## config.mk

```make
export PLATFORM = sky130hd
export DESIGN_NAME = mm_tile_sequencer_flat
export DESIGN_NICKNAME = d
export VERILOG_FILES = /design/src/rtl/mm_tile_sequencer_if.sv /design/src/rtl/mm_tile_sequencer.sv /design/src/flat_wrapper.sv
export SDC_FILE = /design/constraint.sdc
export NUM_CORES = 1
export LEC_CHECK = 0
export CAP_MARGIN = 20
export CORE_AREA = 2 2 52 54
export CTS_CLUSTER_DIAMETER = 80
export DETAILED_ROUTE_END_ITERATION = 6
export DIE_AREA = 0 0 54 56
export GPL_TIMING_DRIVEN = 0
export PLACE_DENSITY = 0.73
export SLEW_MARGIN = 20
export SYNTH_ARGS = -nofsm -noshare
export SYNTH_HDL_FRONTEND = slang
export SYNTH_SLANG_ARGS = --single-unit
```

## constraint.sdc

```tcl
create_clock -name clk -period 4.9 [get_ports clk]
set_input_delay 0.735 -clock clk [delete_from_list [all_inputs] [get_ports clk]]
set_output_delay 0.735 -clock clk [all_outputs]
set_load 0.01 [all_outputs]
```

## src/rtl/mm_tile_sequencer_if.sv

```systemverilog
// mm_tile_sequencer_if -- run handshake and operand-read bus of the tile sequencer; rev 1.0
// cycle_count is present only when MM_SEQ_CYCLE_CNT_EN is defined.
`default_nettype none

interface mm_tile_sequencer_if #(
    parameter int N1 = 4,
    parameter int N2 = 4,
    parameter int M  = 8,
    parameter int K  = 8,
    parameter int P  = 8
);
    localparam int AW_A = ($clog2(M*K/N1) == 0) ? 1 : $clog2(M*K/N1);
    localparam int AW_B = ($clog2(K*P/N2) == 0) ? 1 : $clog2(K*P/N2);
    localparam int RW   = ($clog2(M/N1) == 0) ? 1 : $clog2(M/N1);
    localparam int CW   = ($clog2(P/N2) == 0) ? 1 : $clog2(P/N2);

    logic            start;
    logic            stall;
    logic            busy;
    logic            done;
    logic            rd_en;
    logic [AW_A-1:0] rd_addr_A;
    logic [AW_B-1:0] rd_addr_B;
    logic            acc_clear;
    logic            k_last;
    logic [RW-1:0]   tile_row;
    logic [CW-1:0]   tile_col;
    logic            tile_done;
`ifdef MM_SEQ_CYCLE_CNT_EN
    logic [31:0]     cycle_count;

    modport master (
        input  start, stall,
        output busy, done, rd_en, rd_addr_A, rd_addr_B, acc_clear, k_last,
               tile_row, tile_col, tile_done, cycle_count
    );
    modport slave (
        output start, stall,
        input  busy, done, rd_en, rd_addr_A, rd_addr_B, acc_clear, k_last,
               tile_row, tile_col, tile_done, cycle_count
    );
`else
    modport master (
        input  start, stall,
        output busy, done, rd_en, rd_addr_A, rd_addr_B, acc_clear, k_last,
               tile_row, tile_col, tile_done
    );
    modport slave (
        output start, stall,
        input  busy, done, rd_en, rd_addr_A, rd_addr_B, acc_clear, k_last,
               tile_row, tile_col, tile_done
    );
`endif
endinterface

`default_nettype wire

```

## src/rtl/mm_tile_sequencer.sv

```systemverilog
// mm_tile_sequencer -- tiled A/B read-address sequencer with run handshake and drain; rev 1.0
// Define MM_SEQ_CYCLE_CNT_EN to add the 32-bit busy-cycle counter output.
`default_nettype none

module mm_tile_sequencer #(
    parameter int N1 = 4,
    parameter int N2 = 4,
    parameter int M  = 8,
    parameter int K  = 8,
    parameter int P  = 8
) (
    input  wire logic               clk,
    input  wire logic               rst,
    mm_tile_sequencer_if.master     bus
);
    localparam int TR    = M / N1;
    localparam int TC    = P / N2;
    localparam int DRAIN = N1 + N2;
    localparam int AW_A  = ($clog2(M*K/N1) == 0) ? 1 : $clog2(M*K/N1);
    localparam int AW_B  = ($clog2(K*P/N2) == 0) ? 1 : $clog2(K*P/N2);
    localparam int KW    = ($clog2(K) == 0) ? 1 : $clog2(K);
    localparam int DW    = ($clog2(DRAIN) == 0) ? 1 : $clog2(DRAIN);
    localparam int RW    = ($clog2(TR) == 0) ? 1 : $clog2(TR);
    localparam int CW    = ($clog2(TC) == 0) ? 1 : $clog2(TC);

    typedef enum logic [1:0] {
        S_IDLE  = 2'd0,
        S_FEED  = 2'd1,
        S_DRAIN = 2'd2,
        S_DONE  = 2'd3
    } state_t;

    state_t          state_q, state_d;
    logic [KW-1:0]   k_q, k_d;
    logic [DW-1:0]   dcnt_q, dcnt_d;
    logic [RW-1:0]   row_q, row_d;
    logic [CW-1:0]   col_q, col_d;
    logic            hold;

    logic            busy_q, busy_d;
    logic            done_q, done_d;
    logic            rd_en_q, rd_en_d;
    logic            acc_clear_q, acc_clear_d;
    logic            k_last_q, k_last_d;
    logic            tile_done_q, tile_done_d;
    logic [AW_A-1:0] addr_a_q, addr_a_d;
    logic [AW_B-1:0] addr_b_q, addr_b_d;

    always_comb begin
        state_d = state_q;
        k_d     = k_q;
        dcnt_d  = dcnt_q;
        row_d   = row_q;
        col_d   = col_q;
        hold    = bus.stall && (state_q != S_IDLE);

        if (!hold) begin
            case (state_q)
                S_IDLE: begin
                    if (bus.start) begin
                        state_d = S_FEED;
                        k_d     = '0;
                        row_d   = '0;
                        col_d   = '0;
                    end
                end
                S_FEED: begin
                    if (k_q == KW'(K-1)) begin
                        state_d = S_DRAIN;
                        dcnt_d  = '0;
                    end else begin
                        k_d = k_q + KW'(1);
                    end
                end
                S_DRAIN: begin
                    if (dcnt_q == DW'(DRAIN-1)) begin
                        // The final tile index is kept so it stays visible until the next start.
                        if (row_q == RW'(TR-1) && col_q == CW'(TC-1)) begin
                            state_d = S_DONE;
                        end else begin
                            state_d = S_FEED;
                            k_d     = '0;
                            if (col_q == CW'(TC-1)) begin
                                col_d = '0;
                                row_d = row_q + RW'(1);
                            end else begin
                                col_d = col_q + CW'(1);
                            end
                        end
                    end else begin
                        dcnt_d = dcnt_q + DW'(1);
                    end
                end
                S_DONE:  state_d = S_IDLE;
                default: state_d = S_IDLE;
            endcase
        end

        // Outputs are registered from the next state so they line up with the step being presented.
        busy_d      = (state_d == S_FEED) || (state_d == S_DRAIN);
        rd_en_d     = !hold && (state_d == S_FEED);
        acc_clear_d = rd_en_d && (k_d == '0);
        k_last_d    = rd_en_d && (k_d == KW'(K-1));
        tile_done_d = !hold && (state_d == S_DRAIN) && (dcnt_d == DW'(DRAIN-1));
        done_d      = !hold && (state_d == S_DONE);
        addr_a_d    = AW_A'(K * int'(row_d) + int'(k_d));
        addr_b_d    = AW_B'(K * int'(col_d) + int'(k_d));
    end

    always_ff @(posedge clk) begin
        if (rst) begin
            state_q     <= S_IDLE;
            k_q         <= '0;
            dcnt_q      <= '0;
            row_q       <= '0;
            col_q       <= '0;
            busy_q      <= 1'b0;
            done_q      <= 1'b0;
            rd_en_q     <= 1'b0;
            acc_clear_q <= 1'b0;
            k_last_q    <= 1'b0;
            tile_done_q <= 1'b0;
            addr_a_q    <= '0;
            addr_b_q    <= '0;
        end else begin
            state_q     <= state_d;
            k_q         <= k_d;
            dcnt_q      <= dcnt_d;
            row_q       <= row_d;
            col_q       <= col_d;
            busy_q      <= busy_d;
            done_q      <= done_d;
            rd_en_q     <= rd_en_d;
            acc_clear_q <= acc_clear_d;
            k_last_q    <= k_last_d;
            tile_done_q <= tile_done_d;
            addr_a_q    <= addr_a_d;
            addr_b_q    <= addr_b_d;
        end
    end

    assign bus.busy      = busy_q;
    assign bus.done      = done_q;
    assign bus.rd_en     = rd_en_q;
    assign bus.rd_addr_A = addr_a_q;
    assign bus.rd_addr_B = addr_b_q;
    assign bus.acc_clear = acc_clear_q;
    assign bus.k_last    = k_last_q;
    assign bus.tile_row  = row_q;
    assign bus.tile_col  = col_q;
    assign bus.tile_done = tile_done_q;

`ifdef MM_SEQ_CYCLE_CNT_EN
    logic [31:0] cyc_q;

    always_ff @(posedge clk) begin
        if (rst) begin
            cyc_q <= '0;
        end else if (state_q == S_IDLE && bus.start) begin
            cyc_q <= '0;
        end else if (busy_q) begin
            cyc_q <= cyc_q + 32'd1;
        end
    end

    assign bus.cycle_count = cyc_q;
`endif

endmodule

`default_nettype wire
```

## src/flat_wrapper.sv

```systemverilog
// flat-port wrapper written by rule: the top's interface ports become plain ports
module mm_tile_sequencer_flat 
#(
    parameter int N1 = 4,
    parameter int N2 = 4,
    parameter int M  = 8,
    parameter int K  = 8,
    parameter int P  = 8
)
  (clk, rst, bus_start, bus_stall, bus_busy, bus_done, bus_rd_en, bus_rd_addr_A, bus_rd_addr_B, bus_acc_clear, bus_k_last, bus_tile_row, bus_tile_col, bus_tile_done);
  mm_tile_sequencer_if #(.N1(N1), .N2(N2), .M(M), .K(K), .P(P)) bus_i ();
  input  wire logic clk;
  input  wire logic rst;
  input wire logic [$bits(bus_i.start)-1:0] bus_start;
  input wire logic [$bits(bus_i.stall)-1:0] bus_stall;
  output wire logic [$bits(bus_i.busy)-1:0] bus_busy;
  output wire logic [$bits(bus_i.done)-1:0] bus_done;
  output wire logic [$bits(bus_i.rd_en)-1:0] bus_rd_en;
  output wire logic [$bits(bus_i.rd_addr_A)-1:0] bus_rd_addr_A;
  output wire logic [$bits(bus_i.rd_addr_B)-1:0] bus_rd_addr_B;
  output wire logic [$bits(bus_i.acc_clear)-1:0] bus_acc_clear;
  output wire logic [$bits(bus_i.k_last)-1:0] bus_k_last;
  output wire logic [$bits(bus_i.tile_row)-1:0] bus_tile_row;
  output wire logic [$bits(bus_i.tile_col)-1:0] bus_tile_col;
  output wire logic [$bits(bus_i.tile_done)-1:0] bus_tile_done;
  assign bus_i.start = bus_start;
  assign bus_i.stall = bus_stall;
  assign bus_busy = bus_i.busy;
  assign bus_done = bus_i.done;
  assign bus_rd_en = bus_i.rd_en;
  assign bus_rd_addr_A = bus_i.rd_addr_A;
  assign bus_rd_addr_B = bus_i.rd_addr_B;
  assign bus_acc_clear = bus_i.acc_clear;
  assign bus_k_last = bus_i.k_last;
  assign bus_tile_row = bus_i.tile_row;
  assign bus_tile_col = bus_i.tile_col;
  assign bus_tile_done = bus_i.tile_done;
  mm_tile_sequencer #(.N1(N1), .N2(N2), .M(M), .K(K), .P(P)) u_core (.clk(clk), .rst(rst), .bus(bus_i));
endmodule
```

# Word level (Yosys, flattened, before mapping)
# Index checks and enable logic that the tools add are counted.
[word_totals]
output_inout_bits = 16
memories = 0
mem_bits_rw = 0
elab_cells = 70
latchBits = 0
regBits = 24
input_bits = 4
rom_bits = 0
[op_classes]
bitwise_logic = 0
n_addsub = 6
n_reduce_logical = 13
eq_ne = 10
shifts = 0
n_mul = 0
muxes = 28
n_div = 0
n_lt_le_gt_ge = 0
[op_table]
columns = ["operator", "count"]
rows = [
  ["two-way mux 3 bit", 8],
  ["== test 3 bit (second input constant)", 4],
  ["two-way mux 1 bit", 10],
  ["two-way mux 2 bit", 5],
  ["one-hot mux 3 bit (3 select lines)", 1],
  ["adder 4 x 3 -> 4 bit", 2],
  ["== test 2 bit (second input constant)", 4],
  ["logical AND 1 bit", 8],
  ["one-hot mux 2 bit (4 select lines)", 1],
  ["adder 3 x 1 -> 3 bit (second input constant)", 2],
  ["one-hot mux 3 bit (2 select lines)", 1],
  ["== test 2 x 1 -> 1 bit (second input constant)", 2],
  ["one-hot mux 1 bit (2 select lines)", 2],
  ["logical NOT 3 bit", 1],
  ["adder 1 bit (second input constant)", 2],
  ["logical NOT 2 bit", 1],
  ["nonzero test 2 bit", 1],
  ["logical NOT 1 bit", 1],
  ["logical OR 1 bit", 1],
]

# Depth between registers and ports, before layout
[logic_depth]
depth_word = 8
depth_mapped = 12
depth_no_buf = 11

# Worst setup path after synthesis
# No wires, ideal clock.
[synth_timing]
kind = "reg-to-reg"
start = "register u_core.state_q[0]"
end = "register u_core.k_last_q, in the netlist u_core.bus.k_last"
arrival_ps = 1923
required_ps = 4783
setup_slack_ps = 2860
path_buffers = 1
setup_time_ps = 117
path_stages_with_launch = 10
path_cell_list = "dfxtp_1 > inv_1 > ha_1 > buf_2 > o32a_1 > o22ai_1 > inv_1 > ha_1 > and2_1 > and4b_1"
[synth_between]
elab_chain_cells = 6
[synth_rtl]
columns = ["element", "line", "rtl"]
rows = [
  ["from (decl)", "mm_tile_sequencer.sv:33", "state_t state_q, state_d;"],
  ["from (signal assigned)", "mm_tile_sequencer.sv:126", "state_q <= state_d;"],
  ["== test 2 bit (tied with other cells)", "mm_tile_sequencer.sv:58", "case (state_q)"],
  ["one-hot mux 2 bit (4 select lines) / logical AND 1 bit (equally long branches)", "mm_tile_sequencer.sv:58, mm_tile_sequencer.sv:55", ""],
  ["two-way mux 2 bit (*)", "mm_tile_sequencer.sv:57", "if (!hold) begin"],
  ["named net u_core.state_d[0]", "mm_tile_sequencer.sv:33", ""],
  ["== test 2 x 1 -> 1 bit (*)", "mm_tile_sequencer.sv:101", "rd_en_d = !hold && (state_d == S_FEED);"],
  ["logical AND 1 bit (*)", "mm_tile_sequencer.sv:101", ""],
  ["logical AND 1 bit (*)", "mm_tile_sequencer.sv:103", "k_last_d = rd_en_d && (k_d == KW'(K-1));"],
  ["to (signal assigned)", "mm_tile_sequencer.sv:135", "k_last_q <= k_last_d;"],
  ["to (decl)", "mm_tile_sequencer.sv:44", "logic k_last_q, k_last_d;"],
]
# The timed path passes the listed nets; every way through them passes the cells marked *.
# A chain may end at the register's enable or synchronous reset.

# Worst setup path in the final report
[layout_timing]
start = "input bus_stall"
end = "register u_core.k_last_q, in the netlist u_core.bus.k_last"
[layout_between]
elab_chain_cells = 5
[layout_rtl]
columns = ["element", "line", "rtl"]
rows = [
  ["from (decl)", "flat_wrapper.sv:15", "input wire logic [$bits(bus_i.stall)-1:0] bus_stall;"],
  ["logical AND 1 bit", "mm_tile_sequencer.sv:55", "hold = bus.stall && (state_q != S_IDLE);"],
  ["two-way mux 2 bit", "mm_tile_sequencer.sv:57", ""],
  ["named net u_core.state_d[0]", "mm_tile_sequencer.sv:33", ""],
  ["== test 2 x 1 -> 1 bit", "mm_tile_sequencer.sv:101", ""],
  ["logical AND 1 bit", "mm_tile_sequencer.sv:101", ""],
  ["logical AND 1 bit", "mm_tile_sequencer.sv:103", ""],
]
# The timed path passes the listed nets, and every way through them passes these cells.

==> key figures <==
Critical path
  • Crit path depth: 7
  • Critical Setup Path Class: input port to flip-flop
  • R2R cell count: 10
  • CP startpoint kind: input port
  • Crit-path cells: clkdlybuf4s50_1 > o32a_1 > o22ai_1 > inv_1 > ha_1 > and2_1 > and4b_1
  • Critical path buffer and inverter count: 2
  • R2R setup slack: 2.62 ns
  • CP max stage delay: 0.52 ns
  • Critical Path Sink Type: flip-flop
  • CP max FO: 5
  • Required @ worst endpoint: 5.08 ns
  • Crit-path leading delay family: buffers and inverters
  • Slowest cell on crit path: clkdlybuf4s50_1
  • Crit path DAT: 2.54 ns

Global routing
  • Antenna violations before repair: 0
  • Largest net degree at the start of global routing: 11
  • GR Layer Usage met1: 17.25%
  • Total GRT Usage: 14.01%
  • Global-route wire length before repair: 3.153 mm
  • GR Overflow Total: 0
  • Layer with the highest usage: met2
  • Met3 global-route usage: 1.613%
  • Number of global-route vias before repair: 769
  • GR Layer Usage met2: 22.47%

Routing
  • Drc violations: 0
  • Avg WL per Cell: 11.99 um
  • ANT nets after route: 0
  • WL final: 1.906 mm
  • DR pass1 iterations: 4
  • Routed vias/inst: 5.157
  • Via Count: 820
  • Iteration-0 DRC Markers: 11

Die
  • Initial Utilization: 38.99%
  • Core area: 0.002432 mm2
  • Chip width: 54 um
  • Core Rows: 18
  • Height of the die: 56 um
  • Ports: 20
  • Total die area: 0.003024 mm2

Timing
  • Fin Setup TNS: 0 ns
  • Hold Fails Final Rpt: 0
  • Slew Limit Headroom: 67.30%
  • Final min period: 2.365 ns
  • Clock skew: 0.002084 ns
  • Fin crit share: 48.26%
  • Fmax: 422.9 MHz
  • Max-slew violations: 0
  • Final setup fails: 0
  • Tightest Pin Transition: 0.4853 ns
  • RSZ-0062 raised after global routing: false

Clocking
  • CTS Hold Bufs: 0
  • Postcts setup bufs: 0
  • Clock Tree Root: clkbuf_4
  • CTS tree: done
  • Post-cts sizing count: 0
  • Clk slew on worst S/H paths: 0.09 ns
  • Num Clock Sinks: 16
  • Num CTS Buffers: 3
  • Clk Latency, worst-skew pair: 0.28 ns
  • H-tree levels: 1
  • Clock tree buffer depth: 2

Layout
  • Fillers: 246
  • Finished Layout Cells: 159
  • Most frequent cells in the layout: clkdlybuf4s50_1 (19), dfxtp_1 (16), nor2_1 (11), ha_1 (9), nand2_1 (8)
  • Synth-to-layout area growth: 26.39%
  • Share of layout cells above drive strength 1: 15.50%
  • Commonest non-fill, non-tap cell in the layout: clkdlybuf4s50_1
  • Design area: 0.001199 mm2
  • Final Util: 49.28%
  • Inserted Diodes: 0
  • Layout net count: 144

Yosys
  • Post-synth EDFFs: 0
  • Sequential element share of the synthesized area: 33.77%
  • Post-Syn Instances: 107
  • Yosys reg bits: 16
  • Asr flop ratio synth: 0%
  • Yosys warning total: 0
  • Post-Synthesis Cell Area: 948.4 um2
  • Yosys cell types: 39
  • Mean Syn Cell Area: 8.864 um2
  • Post-synth top flop: dfxtp_1
  • Syn nets: 120

Flow run
  • Max-Cap Viols: 0

Placement
  • Post-Place Cells: 156
  • Dpl hpwl: 1.491 mm
  • Number of port buffers: 19
  • Post-DP Area: 0.001176 mm2
  • Gpl congestion: 0.8163

Power and ir drop
  • Power Total: 260.2 uW
  • Leak Pwr: 0.4979 nW
  • PD cells: 217.1 mW/mm2
  • Maximum vdd drop: 0.1447 mV

Status
  • Status: completed

Worst hold path
  • Worst hold stages: 2
  • Hold/Removal Path Class: flip-flop to flip-flop
[Yosys cell counts, types with 2 or more instances]
cell,n,share of area (%)
a31oi_1,2,1.3
and2_1,2,1.3
dfxtp_1,16,34
o21ai_0,5,2.6
a21oi_1,4,2.1
buf_4,5,4.0
nand3_1,4,2.1
a22o_1,2,1.8
a22oi_1,3,2.4
ha_1,9,12
nor2b_1,2,1.3
nand3b_1,3,2.4
inv_1,7,2.8
nor2_1,11,4.4
nand2_1,8,3.2
[where the power goes]
part / switching, mW / total (mW) / internal, mW / leakage, nW
Sequential: 0.00349 / 0.139 / 0.135 / 0.130
Clock: 0.0382 / 0.0667 / 0.0285 / 0.0138
Combinational: 0.0282 / 0.0550 / 0.0268 / 0.354
Total: 0.0698 / 0.260 / 0.190 / 0.498
[logic make-up after synthesis]
kind of cell | after synthesis | synth area share, %
and+or+nand+nor | 42 | 26.25
buffers and inverters | 15 | 8.839
adders and majority gates | 9 | 11.87
AOI/OAI and AO/OA | 25 | 19.26
DFF | 16 | 33.77
[cell type report]
class / count / area (um2) / area share [%]
clock buffer: 3 / 22.52 / 1.879
buffer: 8 / 57.56 / 4.802
sequential: 16 / 320.3 / 26.72
tap: 30 / 37.54 / 3.132
timing repair buffer: 19 / 190.2 / 15.87
multi-input combinational: 76 / 544.3 / 45.41
inverter: 7 / 26.28 / 2.192
[per-layer routing]
metal,vias up,wire [um]
met1,392,881
met4,0,27
met2,11,946
li1,415,-
met3,2,51
met5,-,0
[final timing paths]
| check | start | end |
|---|---|---|
| setup / recovery | bus_stall | u_core.bus.k_last |
| hold / removal | u_core.bus.tile_row | u_core.bus.tile_row |
| setup reg to reg | u_core.state_q[0] | u_core.bus.k_last |
| hold reg to reg | u_core.bus.tile_row | u_core.bus.tile_row |
[registers in the layout, summed over array words and instances, names as in the netlist]
name and flops:
u_core.bus.k_last 1, u_core.state_q 2, u_core.bus.done 1, u_core.bus.tile_col 1, u_core.bus.tile_row 1, u_core.dcnt_q 3, u_core.k_q 2, u_core.bus.acc_clear 1
u_core.bus.busy 1, u_core.bus.tile_done 1, u_core.bus.rd_addr_B 1, u_core.bus.rd_en 1
[per-stage QoR]
| stage | hold slack [ns] | setup WS (ns) |
|---|---|---|
| after CTS | 0.5199 | 2.523 |
| after global routing | 0.5795 | 2.394 |
| after global placement | 0.5024 | 2.278 |
| after detailed placement | 0.5075 | 2.220 |
| after floorplan | 0.5252 | 2.860 |
| final | 0.5183 | 2.535 |
[tightest hold or removal path: cells and delay by family, from the launching register on]
kind / cells / cell delay (ns)
flip-flops: 1 / 0.34
AO/OA/AOI/OAI: 2 / 0.14
Note: power is estimated with default switching activity, not from simulation.
